$ cat src/rtl/fifo_v3.sv
// Single-clock circular FIFO with a programmable read count per pass, a registered
// read port and a replay mode that keeps read entries until a rewind or clear.
module fifo_v3 #(
    parameter int WIDTH            = 16,
    parameter int DEPTH            = 128,
    parameter int MAX_nDATA        = 1126,
    parameter int WIDTH_CONFIGBITS = $clog2(MAX_nDATA + 1),
    parameter int WIDTH_CNT        = $clog2(DEPTH + 1)
) (
    input  logic                        clk,
    input  logic                        rst,
    input  logic                        we,
    input  logic                        re,
    input  logic                        clear,
    input  logic                        keep,
    input  logic                        rewind,
    input  logic [WIDTH-1:0]            data_in,
    input  logic [WIDTH_CONFIGBITS-1:0] config_bits,
    output logic                        full,
    output logic                        empty,
    output logic                        reachend,
    output logic [WIDTH_CNT-1:0]        count,
    output logic [WIDTH-1:0]            data_out,
    output logic                        valid_out
);

    localparam int                   PTR_W     = $clog2(DEPTH);
    localparam logic [PTR_W-1:0]     PTR_MAX   = PTR_W'(DEPTH - 1);
    localparam logic [WIDTH_CNT-1:0] CNT_DEPTH = WIDTH_CNT'(DEPTH);

    // Increment with wrap at DEPTH-1 so non-power-of-two depths work.
    function automatic logic [PTR_W-1:0] ptr_inc(input logic [PTR_W-1:0] p);
        logic [PTR_W-1:0] r;
        if (p == PTR_MAX) begin
            r = {PTR_W{1'b0}};
        end else begin
            r = p + PTR_W'(1'b1);
        end
        return r;
    endfunction

    logic [WIDTH-1:0]            mem_r [DEPTH];
    logic [PTR_W-1:0]            wr_ptr_r, rd_ptr_r, base_ptr_r;
    logic [WIDTH_CNT-1:0]        used_r, count_r;
    logic [WIDTH_CONFIGBITS-1:0] rd_cnt_r, ndata_r;
    logic                        keep_r;
    logic [WIDTH-1:0]            data_out_r;
    logic                        valid_out_r;

    logic                        full_s, empty_s, reachend_s;
    logic                        wr_en_s, rd_en_s, rewind_s;
    logic [PTR_W-1:0]            wr_ptr_nxt_s, rd_ptr_nxt_s, base_ptr_nxt_s;
    logic [WIDTH_CNT-1:0]        used_nxt_s, count_nxt_s;
    logic [WIDTH_CONFIGBITS-1:0] rd_cnt_nxt_s;
    logic [WIDTH-1:0]            data_out_nxt_s;

    assign full_s     = (used_r == CNT_DEPTH);
    assign empty_s    = (count_r == {WIDTH_CNT{1'b0}});
    assign reachend_s = (rd_cnt_r == ndata_r);

    assign full      = full_s;
    assign empty     = empty_s;
    assign reachend  = reachend_s;
    assign count     = count_r;
    assign data_out  = data_out_r;
    assign valid_out = valid_out_r;

    // Handshake decode and next-state for pointers, counters and read data.
    always_comb begin
        wr_en_s        = we && !full_s;
        rewind_s       = rewind && keep_r;
        rd_en_s        = re && !empty_s && !reachend_s && !rewind_s;
        wr_ptr_nxt_s   = wr_ptr_r;
        rd_ptr_nxt_s   = rd_ptr_r;
        rd_cnt_nxt_s   = rd_cnt_r;
        data_out_nxt_s = data_out_r;
        count_nxt_s    = count_r + WIDTH_CNT'(wr_en_s) - WIDTH_CNT'(rd_en_s);

        if (wr_en_s) begin
            wr_ptr_nxt_s = ptr_inc(wr_ptr_r);
        end else begin
            wr_ptr_nxt_s = wr_ptr_r;
        end

        if (rewind_s) begin
            rd_ptr_nxt_s = base_ptr_r;
            rd_cnt_nxt_s = {WIDTH_CONFIGBITS{1'b0}};
            count_nxt_s  = used_r + WIDTH_CNT'(wr_en_s);
        end else if (rd_en_s) begin
            rd_ptr_nxt_s   = ptr_inc(rd_ptr_r);
            rd_cnt_nxt_s   = rd_cnt_r + WIDTH_CONFIGBITS'(1'b1);
            data_out_nxt_s = mem_r[rd_ptr_r];
        end else begin
            rd_ptr_nxt_s = rd_ptr_r;
        end

        // Replay mode pins base_ptr so read entries stay held; streaming frees on read.
        if (keep_r) begin
            base_ptr_nxt_s = base_ptr_r;
            used_nxt_s     = used_r + WIDTH_CNT'(wr_en_s);
        end else begin
            base_ptr_nxt_s = rd_ptr_nxt_s;
            used_nxt_s     = used_r + WIDTH_CNT'(wr_en_s) - WIDTH_CNT'(rd_en_s);
        end
    end

    // Storage array; writes are suppressed by reset and clear.
    always_ff @(posedge clk) begin
        if (rst && !clear && wr_en_s) begin
            mem_r[wr_ptr_r] <= data_in;
        end
    end

    // Control state register with synchronous reset and clear.
    always_ff @(posedge clk) begin
        if (!rst || clear) begin
            wr_ptr_r    <= {PTR_W{1'b0}};
            rd_ptr_r    <= {PTR_W{1'b0}};
            base_ptr_r  <= {PTR_W{1'b0}};
            used_r      <= {WIDTH_CNT{1'b0}};
            count_r     <= {WIDTH_CNT{1'b0}};
            rd_cnt_r    <= {WIDTH_CONFIGBITS{1'b0}};
            ndata_r     <= config_bits;
            keep_r      <= keep;
            valid_out_r <= 1'b0;
        end else begin
            wr_ptr_r    <= wr_ptr_nxt_s;
            rd_ptr_r    <= rd_ptr_nxt_s;
            base_ptr_r  <= base_ptr_nxt_s;
            used_r      <= used_nxt_s;
            count_r     <= count_nxt_s;
            rd_cnt_r    <= rd_cnt_nxt_s;
            ndata_r     <= ndata_r;
            keep_r      <= keep_r;
            valid_out_r <= rd_en_s;
        end
    end

    // Read data register: cleared only by reset, held through clear.
    always_ff @(posedge clk) begin
        if (!rst) begin
            data_out_r <= {WIDTH{1'b0}};
        end else if (clear) begin
            data_out_r <= data_out_r;
        end else begin
            data_out_r <= data_out_nxt_s;
        end
    end

endmodule

$ cat config.mk
export PLATFORM = sky130hd
export DESIGN_NAME = fifo_v3
export DESIGN_NICKNAME = d
export VERILOG_FILES = /design/src/rtl/fifo_v3.sv
export SDC_FILE = /design/constraint.sdc
export NUM_CORES = 2
export LEC_CHECK = 0
export CAP_MARGIN = 10
export CORE_MARGIN = 3
export CORE_UTILIZATION = 44
export DETAILED_ROUTE_END_ITERATION = 8
export PLACE_DENSITY = 0.58
export SLEW_MARGIN = 20
export SYNTH_ARGS = -nofsm -noshare
export SYNTH_HDL_FRONTEND = slang
export SYNTH_SLANG_ARGS = --single-unit
$ cat constraint.sdc
create_clock -name clk -period 4.2 [get_ports clk]
set_clock_uncertainty 0.1 [all_clocks]
set_input_delay 0.42 -clock clk [delete_from_list [all_inputs] [get_ports clk]]
set_output_delay 0.42 -clock clk [all_outputs]
set_load 0.005 [all_outputs]
==> results summary <==
The static leakage came out at 28.7 nW. The CTS clock-pin slew for the worst setup and hold paths came out at 0.06 ns. The unique cell type count in the Yosys netlist came out at 68. The floorplan core area came out at 184000 um2.

The highest achievable clock rate is 0.266 GHz. The number of fill cells is 14600. Of all nets on the critical path, the largest fanout is 10. The most used flip-flop cell after synthesis is edfxtp_1. The total iterations of the first detailed-routing run is 5. The initial antenna violation count is 3. The part of the cycle the worst path needs came out at 0.897. The global placement routability congestion is 0.852. In this run the tool buffered the top-level ports with 61 buffer cells.

Counting the buffers created by CTS gives 212. Total power for the finished layout comes to 44.3 mW. Of the synthesized area, sequential elements account for 0.771. The critical path required time came out at 4.86 ns. The number of buffers between clock root and the deepest sink came out at 3. The die covers 191000 um2. The peak supply drop came out at 0.000417 V. In the routed design, unresolved DRC markers number 0. Synthesis handed over a netlist of 3871 instances. The setup total negative slack came out at 0 ns.

The worst setup path is of the flip-flop to flip-flop kind. In the global route stage, overall resource usage came out at 0.226. The half-perimeter wire length of the detailed placement result came out at 132000 um. The standard-cell row count is 157. The count of synthesis-stage warnings from yosys came out at 0. The via count normalized by instance count is 5.95. The number of synthesized register bits is 2125.

The cell area power density came out at 471 nW/um2. The count of flip-flops with a built-in enable after synthesis came out at 2060. The net total in the final layout came out at 4309. STA puts the critical path data arrival time at 4.43 ns. The tree is rooted in a clkbuf_16. The final reports fail on hold timing. The run finished, with violations left. The tightest hold path in the finished design has a slack of -0.00957 ns.

The detailed router placed 41000 vias in this run. The tightest min-delay check is of the primary input to flip-flop type. The via count of the first global-routing pass came to 40800.

The count of clock tree sinks is 2125. The measured slew at the worst slew-check pin is 1.24 ns. In the synthesized netlist the async set-or-reset flop fraction comes to 0. The number of pins with negative max-slew slack in the final report is 0. The number of antenna diodes in the final layout is 0. The shortest period the worst path allows is 3.77 ns. The total count of hold-check failures in the final report came out at 1. The total of cells resized after clock tree synthesis is 0. The routed design has 215000 um of wire. The maximum number of pins on one net before global-route repair is 129. The mapped cell area is 81900 um2. The final-report setup violation count is 0. The x dimension of the die is 437 um.

The routed length per placed instance is 31.2 um. The clock latency on the worst-skew pair is 0.86 ns. The violation count after the first detailed-routing iteration came out at 4868.

The mean cell area of the mapped netlist came out at 21.2 um2. The initial utilization of the core area, before any placement, comes to 0.445. The number of maximum-capacitance constraint violations is 0.

The number of top-level pins came out at 62. TritonCTS built the clock tree. The synthesized net count came out at 3924.

The first-pass GRT wire length is 310000 um. Setup repair after global routing left no endpoint under its margin. In the final layout, the share of cells above drive strength 1 is 0.254. The count of H-tree levels built during CTS came out at 4. The post-CTS repair timing setup buffer count came out at 0. The total overflow reported by the global router is 0.

The detail route stage leaves a number of antenna-violating nets equal to 0. The worst setup path is captured at a flip-flop. Relative to the synthesized area, the layout overhead comes to 14.9%.

Measured against its own limit, the worst slew margin works out to 0.171. The kind of start point of the critical path is a flip-flop. The height of the die is 437 um.
synthesized netlist by cell type, types with 4 or more instances:
library cell  instances  area (um2)
nand2_1              90         338
nand4_1               9        56.3
nor2b_1              11        68.8
nand3_1              26         130
and3_1                9        56.3
nor2_1              208         781
o211ai_1             15         113
o21ai_0              23         115
and2_1                7        43.8
nand2b_1              8        50.1
o221ai_1             26         228
mux2_2                7        78.8
a221oi_1             20         175
a31oi_1               7        43.8
nor4_1                4        25.0
o22ai_1              31         194
a211oi_1             57         428
nor3_1               15        75.1
o21ai_1              10        50.1
mux4_2              469       10600
a22o_1               15         131
ha_1                 18         225
mux2i_1             150        1500
xnor2_1              23         201
xor2_1               19         166
buf_6                18         203
a22oi_1              98         736
o31ai_1              12        90.1
buf_2                49         245
buf_4                35         263
dfxtp_1              65        1300
clkbuf_1             98         368
buf_1                 8        30.0
a21oi_1              80         400
edfxtp_1           2060       61900
inv_1                20        75.1
final cells by class:
| cell class | instances | area (um2) | share of cell area |
|---|---|---|---|
| clock buffers | 262 | 5550 | 0.0590 |
| clock inverters | 126 | 1240 | 0.0132 |
| inverters | 22 | 82.6 | 0.000877 |
| multi-input cells | 1512 | 17500 | 0.186 |
| flip-flops and latches | 2125 | 63200 | 0.671 |
| well taps | 2464 | 3080 | 0.0328 |
| repair buffers | 383 | 3440 | 0.0366 |
what timing repair did:
item                                    4_1_cts  5_1_grt
endpoints found under the setup margin        0        0
hold buffers                                 14        1
endpoints found under the hold margin       111        4
worst max-delay path, stage by stage (launching register included):
cell and delay [ns]:
dfxtp_4 0.54, nor2b_4 0.26, nand2_1 0.47, buf_4 0.38, o221ai_1 0.42, a21oi_1 0.19
a221oi_1 0.84, nor3_1 0.16, o31ai_1 0.29
through the flow:
stage | std cells | worst slack (ns) | hold slack, ns | util | cell area [um2]
3_3_place_gp | 6491 | 0.368 | 0.362 | 0.474 | 87200
6_report | 6894 | 0.434 | -0.00957 | 0.511 | 94100
2_1_floorplan | 3871 | 0.815 | 0.342 | - | 81900
5_1_grt | 6894 | 0.271 | 0.000835 | 0.511 | 94100
3_5_place_dp | 6491 | 0.376 | 0.371 | 0.474 | 87200
4_1_cts | 6893 | 0.432 | 0.000322 | 0.511 | 94100
state kept, by name, indices dropped and copies added, names as in the netlist:
register	count
base_ptr_r	7
count	8
data_out	16
keep_r	1
mem_r	2048
ndata_r	11
rd_cnt_r	11
rd_ptr_r	7
used_r	8
valid_out	1
wr_ptr_r	7
metal layers:
metal,vias to the layer above,part of all wire,GRT usage,routed length (um)
li1,17000,-,-,-
met1,22100,0.42,0.328,90200
met2,1619,0.48,0.353,103000
met3,280,0.076,0.0422,16400
met4,2,0.026,0.0631,5690
met5,-,0.000033,0,7
cells by family (layout without fill, tap and decap cells):
logic type | Yosys count | count (layout) | share of synthesized area
DFF | 2125 | 2125 | 0.771
muxes | 626 | 626 | 0.148
AOI/OAI and AO/OA | 417 | 417 | 0.0356
and+or+nand+nor | 408 | 408 | 0.0219
buffers and inverters | 234 | 793 | 0.0154
xor gates and xnor gates | 42 | 42 | 0.00449
adders and majority gates | 19 | 19 | 0.00300
cells in the final DEF, fill, tap and decap left out, drive strengths merged, types with 29 or more instances in the layout:
cell and n:
nand2 91, inv 29, a211oi 57, a21oi 80
o21ai 33, mux2i 150, o22ai 31, edfxtp 2060
mux4 469, a22oi 98, clkbuf 262, clkinv 96
nor2 208, clkdlybuf4s50 45, buf 323, dfxtp 65
final timing paths:
path	from	endpoint	slack, ns	cells past startpoint
setup / recovery	rd_ptr_r[3]	data_out[12]	0.43	8
hold / removal	data_in[12]	mem_r[57][12]	-0.01	2
setup reg to reg	rd_ptr_r[3]	data_out[12]	0.43	8
hold reg to reg	base_ptr_r[1]	base_ptr_r[1]	0.38	1
where the power goes:
part	internal (mW)	switching, mW	total, mW
clock network	10.5	8.02	18.5
registers	23.3	0.0887	23.4
logic	0.990	1.46	2.45
total	34.7	9.57	44.3
Note: power is estimated with default switching activity, not from simulation.
